**config.mk**
```make
export PLATFORM = sky130hd
export DESIGN_NAME = insmem_port_arbiter
export DESIGN_NICKNAME = d
export VERILOG_FILES = /design/src/rtl/insmem_port_arbiter.sv
export SDC_FILE = /design/constraint.sdc
export NUM_CORES = 1
export LEC_CHECK = 0
export BUFFER_PORTS_ARGS = -buffer_cell sky130_fd_sc_hd__buf_2
export CAP_MARGIN = 20
export CELL_PAD_IN_SITES_DETAIL_PLACEMENT = 0
export CELL_PAD_IN_SITES_GLOBAL_PLACEMENT = 1
export CORE_ASPECT_RATIO = 1.1
export CORE_MARGIN = 2
export CORE_UTILIZATION = 32
export CTS_CLUSTER_SIZE = 30
export DETAILED_ROUTE_END_ITERATION = 8
export PLACE_DENSITY = 0.87
export SETUP_SLACK_MARGIN = 0.4
export SLEW_MARGIN = 30
export SYNTH_ARGS = -nofsm -noshare
export SYNTH_HDL_FRONTEND = slang
export SYNTH_SLANG_ARGS = --single-unit
```
**constraint.sdc**
```tcl
create_clock -name clk -period 4.6 [get_ports clk]
set_clock_uncertainty 0.2 [all_clocks]
set_input_delay 1.38 -clock clk [delete_from_list [all_inputs] [get_ports clk]]
set_output_delay 1.38 -clock clk [all_outputs]
set_load 0.03 [all_outputs]
```
**src/rtl/insmem_port_arbiter.sv**
```systemverilog
// Single-port instruction BRAM arbiter between CPU fetch and the loader/debug port.
// Optional perf counters are enabled by defining INSMEM_ARB_PERF_EN.
module insmem_port_arbiter #(
  parameter int unsigned ADDR_W   = 10,
  parameter int unsigned MAX_WAIT = 4
) (
  input  logic              clk,
  input  logic              rst_n,
  // fetch port (read only)
  input  logic              f_req,
  input  logic [31:0]       f_addr,
  output logic              f_gnt,
  output logic              f_rvalid,
  output logic [31:0]       f_rdata,
  // loader / debug port
  input  logic              l_req,
  input  logic              l_we,
  input  logic [31:0]       l_addr,
  input  logic [31:0]       l_wdata,
  input  logic              l_lock,
  output logic              l_gnt,
  output logic              l_rvalid,
  output logic [31:0]       l_rdata,
  // BRAM side
  output logic [ADDR_W-1:0] mem_addr,
  output logic              mem_we,
  output logic [31:0]       mem_wdata,
  input  logic [31:0]       mem_rdata,
  output logic              locked
`ifdef INSMEM_ARB_PERF_EN
  ,
  output logic [31:0]       perf_conflicts,
  output logic [31:0]       perf_lock_cycles
`endif
);

  localparam int unsigned CntW = (MAX_WAIT > 0) ? $clog2(MAX_WAIT + 1) : 1;

  typedef enum logic {
    StNormal,
    StLocked
  } state_e;

  state_e            r_state, w_state_d;
  logic [CntW-1:0]   r_wait, w_wait_d;
  logic              r_tag_f, r_tag_l;
  logic [ADDR_W-1:0] r_mem_addr;
  logic [31:0]       r_f_hold, r_l_hold;

  logic              w_wait_full;
  logic              w_f_acc, w_l_acc, w_l_rd_acc;
  logic [ADDR_W-1:0] w_f_word, w_l_word;
  logic              w_unused_addr;

  assign w_f_word = f_addr[ADDR_W+1:2];
  assign w_l_word = l_addr[ADDR_W+1:2];
  assign w_unused_addr = ^{f_addr[31:ADDR_W+2], f_addr[1:0], l_addr[31:ADDR_W+2], l_addr[1:0]};

  assign w_wait_full = (r_wait == CntW'(MAX_WAIT));

  // l_lock blocks fetch in either state, so fetch is already held off while
  // NORMAL waits to enter LOCKED and is free again the cycle l_lock drops.
  always_comb begin
    f_gnt = 1'b0;
    l_gnt = 1'b0;
    if (l_lock) begin
      l_gnt = l_req;
    end else if (f_req && l_req && w_wait_full) begin
      l_gnt = 1'b1;
    end else begin
      f_gnt = f_req;
      l_gnt = l_req && !f_req;
    end
  end

  assign w_f_acc    = f_req && f_gnt;
  assign w_l_acc    = l_req && l_gnt;
  assign w_l_rd_acc = w_l_acc && !l_we;

  always_comb begin
    mem_addr  = r_mem_addr;
    mem_we    = 1'b0;
    mem_wdata = 32'h0;
    if (f_gnt) begin
      mem_addr = w_f_word;
    end else if (l_gnt) begin
      mem_addr  = w_l_word;
      mem_we    = l_we;
      mem_wdata = l_wdata;
    end
  end

  always_comb begin
    w_wait_d = r_wait;
    if (!l_req || l_gnt) begin
      w_wait_d = '0;
    end else if (!w_wait_full) begin
      w_wait_d = r_wait + 1'b1;
    end
  end

  always_comb begin
    w_state_d = r_state;
    unique case (r_state)
      StNormal: if (l_lock && !w_f_acc) w_state_d = StLocked;
      StLocked: if (!l_lock) w_state_d = StNormal;
      default:  w_state_d = StNormal;
    endcase
  end

  always_ff @(posedge clk or negedge rst_n) begin
    if (!rst_n) begin
      r_state    <= StNormal;
      r_wait     <= '0;
      r_tag_f    <= 1'b0;
      r_tag_l    <= 1'b0;
      r_mem_addr <= '0;
      r_f_hold   <= 32'h0;
      r_l_hold   <= 32'h0;
    end else begin
      r_state    <= w_state_d;
      r_wait     <= w_wait_d;
      r_tag_f    <= w_f_acc;
      r_tag_l    <= w_l_rd_acc;
      r_mem_addr <= mem_addr;
      if (r_tag_f) r_f_hold <= mem_rdata;
      if (r_tag_l) r_l_hold <= mem_rdata;
    end
  end

  // Returned word bypasses the hold register so rdata is valid with rvalid.
  assign f_rvalid = r_tag_f;
  assign l_rvalid = r_tag_l;
  assign f_rdata  = r_tag_f ? mem_rdata : r_f_hold;
  assign l_rdata  = r_tag_l ? mem_rdata : r_l_hold;
  assign locked   = (r_state == StLocked);

`ifdef INSMEM_ARB_PERF_EN
  logic [31:0] r_perf_conf, r_perf_lock;

  always_ff @(posedge clk or negedge rst_n) begin
    if (!rst_n) begin
      r_perf_conf <= 32'h0;
      r_perf_lock <= 32'h0;
    end else begin
      // Both requesting always leaves one side refused.
      if (f_req && l_req) r_perf_conf <= r_perf_conf + 32'd1;
      if (r_state == StLocked) r_perf_lock <= r_perf_lock + 32'd1;
    end
  end

  assign perf_conflicts   = r_perf_conf;
  assign perf_lock_cycles = r_perf_lock;
`endif

endmodule

```
==> impl_metrics.toml, run 1 <==
[run_status]
run_status = "completed"

[setup_path]
crit-reg2reg-capture = "r_l_hold[24]$_DFF_PN0_"
worst-endpoint-arrival_ns = 2.54
rr_startpoint = "l_rvalid$_DFF_PN0_"
rrSetupSlack_ns = 2.81
timing.setup.critical_path_class = "primary input to primary output"
startpoint = "f_req"
worst_setup_path_endpoint = "mem_addr[4]"
setup.worst_path.start_class = "primary input"
critical_path.max_fanout = 11
endpoint_kind = "primary output"
cp_data_required_time_ns = 3.02
reg2reg_depth = 2

[run]
max_cap_violations = 0

[logic_synthesis]
post_synth_simple_gate_area_pct = 10.2
combinational_family_with_the_most_area_after_synthesis = "multiplexers"
number_of_synthesis_warnings = 0
yosysUniqueCellTypes = 22
synth_compound_area_share_pct = 6.38
synth_top_cell_area_share_pct = 58.4
synth_sequential_area_ratio_pct = 58.4
yosys_most_used_dff = "sky130_fd_sc_hd__dfrtp_1"
asyncSetResetFlopFracSynth_pct = 100
total_nets_after_synthesis = 378
post_synth_xor_area_fraction_pct = 0.255
yosys.area_share.adder_pct = 0.730
synth_area_leader_cell = "sky130_fd_sc_hd__dfrtp_1"
synth.mux.area_fraction_pct = 21.0
synth.avg_cell_area_sq_um = 14.2
most_instantiated_cells_after_synthesis = "sky130_fd_sc_hd__dfrtp_1 (80), sky130_fd_sc_hd__mux2_2 (60), sky130_fd_sc_hd__and2_1 (33), sky130_fd_sc_hd__buf_2 (12)"
yosysMostFrequentCell = "sky130_fd_sc_hd__dfrtp_1"
synth_area_sq_um = 3430
synth-seq-cells = 80
synth.area.top_cells = "sky130_fd_sc_hd__dfrtp_1 (58%), sky130_fd_sc_hd__mux2_2 (20%), sky130_fd_sc_hd__and2_1 (6.0%)"
number_of_instances_in_the_synthesized_netlist = 242
post_synth_edffs = 0

[global_routing]
grt_usage_pct = 15.5
antenna_found_initial = 1
vias_in_the_first_global_route = 2838
first_pass_grt_wire_length_um = 13600
global_route.overflow_total = 0
grt_start_max_net_pins = 81

[placement]
port_buffers = 201
finalWeightedCongestion = 0.857
placed_cell_area_sq_um = 4570
dp_hpwl_um = 6910

[final_layout]
syn2layout_area_growth_pct = 43.9
multi_input_gate_area_in_the_final_layout_sq_um = 1330
layout-drive-gt1-share_pct = 63.9
layout.filler_cells = 972
final_area_sq_um = 4940
sequential_standard_cell_area_sq_um = 2000
final_net_count = 580

[detailed_routing]
drtAntennaViolNets = 0
detailed_route_iter0_violations = 80
drt_pre_antenna_iters = 4
post_drt_via_cell_ratio = 4.57
highest-signal-layer = "met4"
wire_per_inst_um = 15.2
detailroute.via_count = 2708
routed_wl_um = 9040
dr_wl_met2_um = 4590
drc = 0
detailroute.wirelength.met3_um = 825
routedLengthMet1_um = 3430

[sta]
rsz0062_at_grt = "no"
final-hold-violation-count = 0
min_tclk_post_route_ns = 4.12
fmaxAchievable_mhz = 243
fin_tns_setup_ns = 0
worst_pin_slew_ns = 0.792
worst_slew_margin_rel_pct = 47.2
part_of_the_cycle_the_worst_path_needs_pct = 89.5
finalSetupViolations = 0
maxSlewViolCount = 0

[clock_network]
clock-sinks = 80
clock_tree.root_cell = "sky130_fd_sc_hd__clkbuf_16"
numCtsBuffers = 9
cts_tree = "done"
cts.reportedPaths.clkPinSlew_ns = 0.06
h-tree-depth = 3
cts-hold-fix-buffers = 0
cts_max_path_buffers = 2
worst_skew_pair.late_latency_ns = 0.32

[pwr]
power.switching_fraction_pct = 31.3
power_per_cell_area_nw_per_um2 = 446
power.share.clock_pct = 33.8
power_frac_comb_pct = 28.2
static-leakage-power_nw = 2.53
internal-power_mw = 1.51
power.share.sequential_pct = 38.0
switchingPower_uw = 691
maximum_vdd_drop_mv = 0.180

[die]
die_w_um = 103
die_footprint_sq_um = 11600
top_level_ports = 246
die-height_um = 113
coreArea_sq_um = 10400
floorplan.initialDensity_pct = 33.0
placement_rows = 39

[hold_path]
whs_path_depth = 1
holdCritPathClass = "register to register"
[per-layer routing]
| metal | GRT usage (%) | up-vias |
|---|---|---|
| met3 | 5.54 | 12 |
| met5 | 0 | - |
| met2 | 27.3 | 137 |
| met1 | 16.6 | 1302 |
| met4 | 6.13 | 0 |
| li1 | - | 1257 |
[cells by family (layout without fill, tap and decap cells)]
kind of cell    Yosys count  after routing
xor+xnor                  1              1
buf+inv                  21            228
fa+ha+maj                 2              2
mux                      64             64
other cells               0              1
flops                    80             80
compound gates           23             23
simple gates             51             51
[critical path, cell delays in order]
cell                       delay (ns)
sky130_fd_sc_hd__buf_2           0.20
sky130_fd_sc_hd__nand2b_4        0.13
sky130_fd_sc_hd__o21ai_4         0.21
sky130_fd_sc_hd__buf_6           0.17
sky130_fd_sc_hd__o221a_1         0.23
sky130_fd_sc_hd__buf_2           0.21
[flip-flops by register name, summed over array words and instances, names as in the netlist]
name,cells
f_rvalid,1
l_rvalid,1
locked,1
r_f_hold,32
r_l_hold,32
r_mem_addr,10
r_wait,3
[power groups by stage]
stage          sequential [mW]  clock (mW)  combinational, mW
6_report                 0.837       0.744              0.622
5_1_grt                  0.848       0.801              0.662
4_1_cts                  0.838       0.769              0.627
3_5_place_dp             0.851           0              0.624
3_3_place_gp             0.844           0              0.615
2_1_floorplan            0.838           0              0.431
[metrics by stage]
| step | hold slack, ns | setup slack (ns) | cells | total power, mW | util, % |
|---|---|---|---|---|---|
| floorplan | 0.362 | 0.771 | 242 | 1.27 | - |
| global placement | 0.263 | 0.351 | 572 | 1.46 | 43.9 |
| detailed placement | 0.272 | 0.343 | 572 | 1.48 | 43.9 |
| CTS | 0.286 | 0.401 | 588 | 2.23 | 47.1 |
| global route | 0.304 | 0.431 | 592 | 2.31 | 47.5 |
| finish | 0.280 | 0.482 | 593 | 2.20 | 47.5 |
[timing repair]
item / 4_1_cts / 5_1_grt
gates resized for setup: 4 / 1
buffers inserted: 0 / 4
hold endpoints to repair: 0 / 0
setup endpoints to repair: 13 / 12
[worst min-delay path by stage]
stage | start | endpoint
6_report | r_l_hold[8]$_DFF_PN0_ | r_l_hold[8]$_DFF_PN0_
5_1_grt | r_l_hold[31]$_DFF_PN0_ | r_l_hold[31]$_DFF_PN0_
4_1_cts | r_l_hold[8]$_DFF_PN0_ | r_l_hold[8]$_DFF_PN0_
3_5_place_dp | r_l_hold[8]$_DFF_PN0_ | r_l_hold[8]$_DFF_PN0_
3_3_place_gp | r_f_hold[6]$_DFF_PN0_ | r_f_hold[6]$_DFF_PN0_
2_1_floorplan | r_wait[0]$_DFFE_PN0P_ | r_wait[0]$_DFFE_PN0P_
[area by class of cell]
class | count | share of cell area (%)
Antenna cell | 1 | 0.0507
Clock buffer | 13 | 5.07
Clock inverter | 3 | 1.32
Inverter | 3 | 0.279
Multi-Input combinational cell | 141 | 27.0
Sequential cell | 80 | 40.6
Tap cell | 143 | 3.62
Timing Repair Buffer | 209 | 22.1
[layout by cell type, fill, tap and decap left out]
master / n
sky130_fd_sc_hd__clkinv_2: 1
sky130_fd_sc_hd__buf_12: 1
sky130_fd_sc_hd__a21oi_1: 2
sky130_fd_sc_hd__nor2_1: 2
sky130_fd_sc_hd__diode_2: 1
sky130_fd_sc_hd__o21ai_4: 1
sky130_fd_sc_hd__buf_6: 2
sky130_fd_sc_hd__inv_1: 2
sky130_fd_sc_hd__buf_2: 199
sky130_fd_sc_hd__and2_4: 1
sky130_fd_sc_hd__nand2b_4: 1
sky130_fd_sc_hd__and3b_1: 10
sky130_fd_sc_hd__and3_1: 3
sky130_fd_sc_hd__clkbuf_8: 1
sky130_fd_sc_hd__mux2_1: 4
sky130_fd_sc_hd__xor2_1: 1
sky130_fd_sc_hd__and2_1: 33
sky130_fd_sc_hd__clkbuf_1: 3
sky130_fd_sc_hd__buf_4: 7
sky130_fd_sc_hd__ha_1: 2
sky130_fd_sc_hd__o221a_1: 10
sky130_fd_sc_hd__mux2_2: 60
sky130_fd_sc_hd__or2_4: 1
sky130_fd_sc_hd__clkbuf_16: 9
sky130_fd_sc_hd__dfrtp_1: 80
sky130_fd_sc_hd__bufinv_16: 2
sky130_fd_sc_hd__inv_4: 1
sky130_fd_sc_hd__a211o_1: 10
No activity file was read; power rests on OpenSTA's default activity.
==> run 2: changes to the inputs <==
--- a/config.mk
+++ b/config.mk
@@ -14,7 +14,7 @@
 export CORE_UTILIZATION = 32
 export CTS_CLUSTER_SIZE = 30
 export DETAILED_ROUTE_END_ITERATION = 8
-export PLACE_DENSITY = 0.87
+export PLACE_DENSITY = 0.85
 export SETUP_SLACK_MARGIN = 0.4
 export SLEW_MARGIN = 30
 export SYNTH_ARGS = -nofsm -noshare
==> constraint.sdc (replaced) <==
create_clock -name clk -period 4.6 [get_ports clk]
set_clock_uncertainty 0.2 [all_clocks]
set_input_delay 1.38 -clock clk [delete_from_list [all_inputs] [get_ports clk]]
set_output_delay 1.38 -clock clk [all_outputs]
set_load 0.02 [all_outputs]
==> impl_metrics.toml, run 2 (synthesis results as in run 1) <==
[clock_network]
worst_skew_pair.late_latency_ns = 0.33
cts_max_path_buffers = 2
numCtsBuffers = 9
cts.reportedPaths.clkPinSlew_ns = 0.06
cts_tree = "done"
cts-hold-fix-buffers = 0
clock_tree.root_cell = "sky130_fd_sc_hd__clkbuf_16"
clock-sinks = 80
h-tree-depth = 3

[global_routing]
grt_start_max_net_pins = 81
global_route.overflow_total = 0
grt_usage_pct = 16.9
vias_in_the_first_global_route = 2864
first_pass_grt_wire_length_um = 14600
antenna_found_initial = 0

[die]
die-height_um = 113
coreArea_sq_um = 10400
floorplan.initialDensity_pct = 33.0
die_footprint_sq_um = 11600
top_level_ports = 246
placement_rows = 39
die_w_um = 103

[setup_path]
critical-path-top-cell-by-count = "sky130_fd_sc_hd__buf_2"
critical_path_slowest_stage_cell = "sky130_fd_sc_hd__o221a_1"
critPathTopFamily = "buffers and inverters"
cp_cell_sequence = "buf_2 > nand2b_4 > o21ai_4 > buf_6 > o221a_1 > buf_2"
critical_path.max_fanout = 12
timing.setup.critical_path_class = "primary input to primary output"
max_stage_delay_ns = 0.23
setup.worst_path.start_class = "primary input"
worst-path-buf-inv = 3
worst-endpoint-arrival_ns = 2.56
cp_data_required_time_ns = 3.02
endpoint_kind = "primary output"

[final_layout]
mostFrequentLayoutCell = "sky130_fd_sc_hd__buf_2"
final_net_count = 579
syn2layout_area_growth_pct = 42.9
top_regs = "r_f_hold (32), r_l_hold (32), r_mem_addr (10)"
layoutNonFillerInstCount = 591
layout-drive-gt1-share_pct = 64.3
layout.cells.most_common_list = "sky130_fd_sc_hd__buf_2 (200), sky130_fd_sc_hd__dfrtp_1 (80), sky130_fd_sc_hd__mux2_2 (60)"
antenna_diode_count = 0
layout.filler_cells = 996

[detailed_routing]
drtAntennaViolNets = 0
routed_wl_um = 9540
detailroute.via_count = 2716
wire_per_inst_um = 16.1
detailed_route_iter0_violations = 50
drt_pre_antenna_iters = 4
post_drt_via_cell_ratio = 4.60
drc = 0

[run]
max_cap_violations = 0

[sta]
final-hold-violation-count = 0
finalSetupViolations = 0
setup_ws_ns = 0.458
fin_tns_setup_ns = 0
worst_pin_slew_ns = 0.723
worst_slew_margin_rel_pct = 51.8
part_of_the_cycle_the_worst_path_needs_pct = 90.1
rsz0062_at_grt = "yes"
fmaxAchievable_mhz = 241
maxSlewViolCount = 0
min_tclk_post_route_ns = 4.14

[placement]
dp_slack_ns = 0.272
dpl.cell_count = 572
dp_hpwl_um = 7150
port_buffers = 201
finalWeightedCongestion = 0.744

[run_status]
run_status = "completed"

[pwr]
maximum_vdd_drop_mv = 0.192
static-leakage-power_nw = 2.51
power_per_cell_area_nw_per_um2 = 420

[hold_path]
holdCritPathClass = "register to register"
[run 2: changes by cell type in the layout (fill, tap and decap cells not counted), sizes merged]
| cell | previous run | this run |
|---|---|---|
| buf | 209 | 208 |
| clkinv | 1 | 3 |
| bufinv | 2 | 1 |
| diode | 1 | 0 |
| clkinvlp | 0 | 2 |
| clkbuf | 13 | 10 |
[run 2: repair_timing]
| action | 4_1_cts | 5_1_grt |
|---|---|---|
| hold endpoints to repair | 0 | 0 |
| endpoints found under the setup margin | 31 | 6 |
| gates resized for setup | 4 | 1 |
| buffers inserted | 3 | 0 |
| pin swaps | 0 | 0 |
| cloned | 0 | 0 |
[run 2: cell type report]
cell class	instances	area, sq um	share of cell area [%]
repair buffers	208	1080	22.1
clock inverters	6	60.1	1.23
multi-input cells	141	1330	27.2
clock buffers	10	229	4.67
inverters	3	16.3	0.332
well taps	143	179	3.65
flip-flops and latches	80	2000	40.9
[run 2: layer usage]
metal | share of wire (%) | routed length, um | track usage, %
met1 | 43 | 4080 | 20.8
met3 | 9.1 | 868 | 5.73
met2 | 47 | 4490 | 27.8
met5 | 0 | 0 | 0
met4 | 1.0 | 97 | 5.33
[run 2: final timing paths]
check	startpoint	endpoint	slack, ns	depth (start not counted)
max	l_lock	mem_addr[2]	0.46	6
min	r_l_hold[9]$_DFF_PN0_	r_l_hold[9]$_DFF_PN0_	0.28	1
max reg2reg	f_rvalid$_DFF_PN0_	r_f_hold[28]$_DFF_PN0_	2.90	2
min reg2reg	r_l_hold[9]$_DFF_PN0_	r_l_hold[9]$_DFF_PN0_	0.28	1
max in group asynchronous	rst_n	f_rvalid$_DFF_PN0_	2.82	1
min in group asynchronous	rst_n	r_l_hold[0]$_DFF_PN0_	0.90	1
[run 2: per-stage QoR]
step                hold slack, ns  power, mW  instance area, sq um  utilization (%)
finish                       0.280       2.06                  4900             47.1
global route                 0.306       2.16                  4900             47.1
CTS                          0.283       2.09                  4890             47.1
detailed placement           0.270       1.38                  4570             43.9
global placement             0.265       1.37                  4570             43.9
floorplan                    0.360       1.17                  3430                -
[run 2: power by group]
part / switching (mW) / internal (mW)
Clock: 0.277 / 0.417
Combinational: 0.315 / 0.215
Sequential: 0.0288 / 0.806
==> run 3: changes to the inputs <==
--- a/config.mk
+++ b/config.mk
@@ -10,7 +10,6 @@
 export CELL_PAD_IN_SITES_DETAIL_PLACEMENT = 0
 export CELL_PAD_IN_SITES_GLOBAL_PLACEMENT = 1
 export CORE_ASPECT_RATIO = 1.1
-export CORE_MARGIN = 2
 export CORE_UTILIZATION = 32
 export CTS_CLUSTER_SIZE = 30
 export DETAILED_ROUTE_END_ITERATION = 8
==> impl_metrics.toml, run 3 (synthesis results as in run 1) <==
[pwr]
power.share.clock_pct = 34.1
design_power_total_mw = 2.08
power.switching_fraction_pct = 29.0
power_per_cell_area_nw_per_um2 = 420
switchingPower_uw = 603
internal-power_mw = 1.47
power_frac_comb_pct = 25.7
static-leakage-power_nw = 2.54
power.share.sequential_pct = 40.2
maximum_vdd_drop_mv = 0.173

[sta]
worst_pin_slew_ns = 0.715
min_tclk_post_route_ns = 4.16
maxSlewViolCount = 0
final-hold-violation-count = 0
worst_slew_margin_rel_pct = 52.4
finalSetupViolations = 0
fin_tns_setup_ns = 0
part_of_the_cycle_the_worst_path_needs_pct = 90.3
rsz0062_at_grt = "no"
fmaxAchievable_mhz = 241

[clock_network]
cts.reportedPaths.clkPinSlew_ns = 0.05
clock-sinks = 80
worst_skew_pair.late_latency_ns = 0.33
numCtsBuffers = 9
cts_max_path_buffers = 2
clock_tree.root_cell = "sky130_fd_sc_hd__clkbuf_16"
cts-hold-fix-buffers = 0
cts_tree = "done"
h-tree-depth = 3

[detailed_routing]
drt_pre_antenna_iters = 4
detailroute.via_count = 2699
wire_per_inst_um = 15.6
routed_wl_um = 9270
post_drt_via_cell_ratio = 4.54
detailed_route_iter0_violations = 31
drc = 0
drtAntennaViolNets = 0

[die]
floorplan.initialDensity_pct = 33.0
die_w_um = 101
top_level_ports = 246
die-height_um = 111
coreArea_sq_um = 10400
die_footprint_sq_um = 11100
placement_rows = 39

[setup_path]
cp_data_required_time_ns = 3.02
critPathTopFamily = "buffers and inverters"
critical-path-top-cell-by-count = "sky130_fd_sc_hd__buf_2"
critical_path_slowest_stage_cell = "sky130_fd_sc_hd__o21ai_4"
critical_path.max_fanout = 34
worst-endpoint-arrival_ns = 2.58
worst-path-buf-inv = 3
cp_cell_sequence = "buf_2 > nand2b_4 > o21ai_4 > inv_6 > and2_1 > buf_2"
max_stage_delay_ns = 0.27
endpoint_kind = "primary output"
timing.setup.critical_path_class = "primary input to primary output"
setup.worst_path.start_class = "primary input"

[final_layout]
syn2layout_area_growth_pct = 44.2
layoutNonFillerInstCount = 595
layout.filler_cells = 980
postLayoutCoreUtil_pct = 47.6
layout-drive-gt1-share_pct = 64.4
final_net_count = 583
antenna_diode_count = 0
top_regs = "r_f_hold (32), r_l_hold (32), r_mem_addr (10)"
mostFrequentLayoutCell = "sky130_fd_sc_hd__buf_2"
layout.cells.most_common_list = "sky130_fd_sc_hd__buf_2 (195), sky130_fd_sc_hd__dfrtp_1 (80), sky130_fd_sc_hd__mux2_2 (60)"

[global_routing]
global_route.overflow_total = 0
first_pass_grt_wire_length_um = 14500
vias_in_the_first_global_route = 2835
antenna_found_initial = 0
grt_usage_pct = 17.3
grt_start_max_net_pins = 81

[placement]
finalWeightedCongestion = 0.794
dp_hpwl_um = 7040
dpl.cell_count = 572
port_buffers = 201

[run]
max_cap_violations = 0

[run_status]
run_status = "completed"

[hold_path]
holdCritPathClass = "register to register"
run 3: area by class of cell:
class | count | area (sq um) | share of cell area (%)
Multi-Input combinational cell | 142 | 1340 | 27.1
Clock inverter | 3 | 40.0 | 0.810
Inverter | 3 | 16.3 | 0.329
Timing Repair Buffer | 211 | 1110 | 22.4
Sequential cell | 80 | 2000 | 40.5
Clock buffer | 13 | 260 | 5.26
Tap cell | 143 | 179 | 3.62
run 3: power groups by stage:
stage | sequential, mW | clock (mW) | combinational, mW
global route | 0.848 | 0.761 | 0.571
CTS | 0.837 | 0.729 | 0.533
global placement | 0.842 | 0 | 0.520
floorplan | 0.837 | 0 | 0.336
finish | 0.835 | 0.709 | 0.533
detailed placement | 0.850 | 0 | 0.529
run 3: worst reg2reg max path, delay by kind of cell, from the launching register on:
family	cells	cell delay [ns]
flip-flops	1	0.70
multiplexers	1	0.41
buffers and inverters	1	0.41
run 3: path summary, 6_finish.rpt:
path	startpoint	to	slack, ns	cells past startpoint
max in group asynchronous	rst_n	r_l_hold[26]$_DFF_PN0_	2.83	1
min in group asynchronous	rst_n	r_l_hold[6]$_DFF_PN0_	0.89	1
worst min-delay path	r_f_hold[6]$_DFF_PN0_	r_f_hold[6]$_DFF_PN0_	0.29	1
worst max-delay path	l_lock	mem_wdata[24]	0.44	6
worst max register to register	l_rvalid$_DFF_PN0_	r_l_hold[16]$_DFF_PN0_	2.75	2
worst min register to register	r_f_hold[6]$_DFF_PN0_	r_f_hold[6]$_DFF_PN0_	0.29	1
run 3: timing repair:
item / 4_1_cts / 5_1_grt
buffers inserted: 2 / 4
setup endpoints to repair: 44 / 17
endpoints found under the hold margin: 0 / 0
cloned: 0 / 1
pin swaps: 1 / 1
gates resized for setup: 3 / 8
run 3: per-layer routing:
metal	vias up	GRT usage, %	part of all wire, %
met4	0	6.38	1.4
met5	-	0	0
met2	130	28.5	50
li1	1264	-	-
met3	10	4.94	7.7
met1	1295	21.4	41
run 3: per-stage QoR:
| stage | cell area, sq um | worst slack (ns) | hold WS [ns] |
|---|---|---|---|
| finish | 4950 | 0.444 | 0.291 |
| global route | 4950 | 0.395 | 0.304 |
| CTS | 4880 | 0.394 | 0.295 |
| detailed placement | 4550 | 0.147 | 0.282 |
| global placement | 4550 | 0.197 | 0.265 |
| floorplan | 3430 | 0.817 | 0.360 |
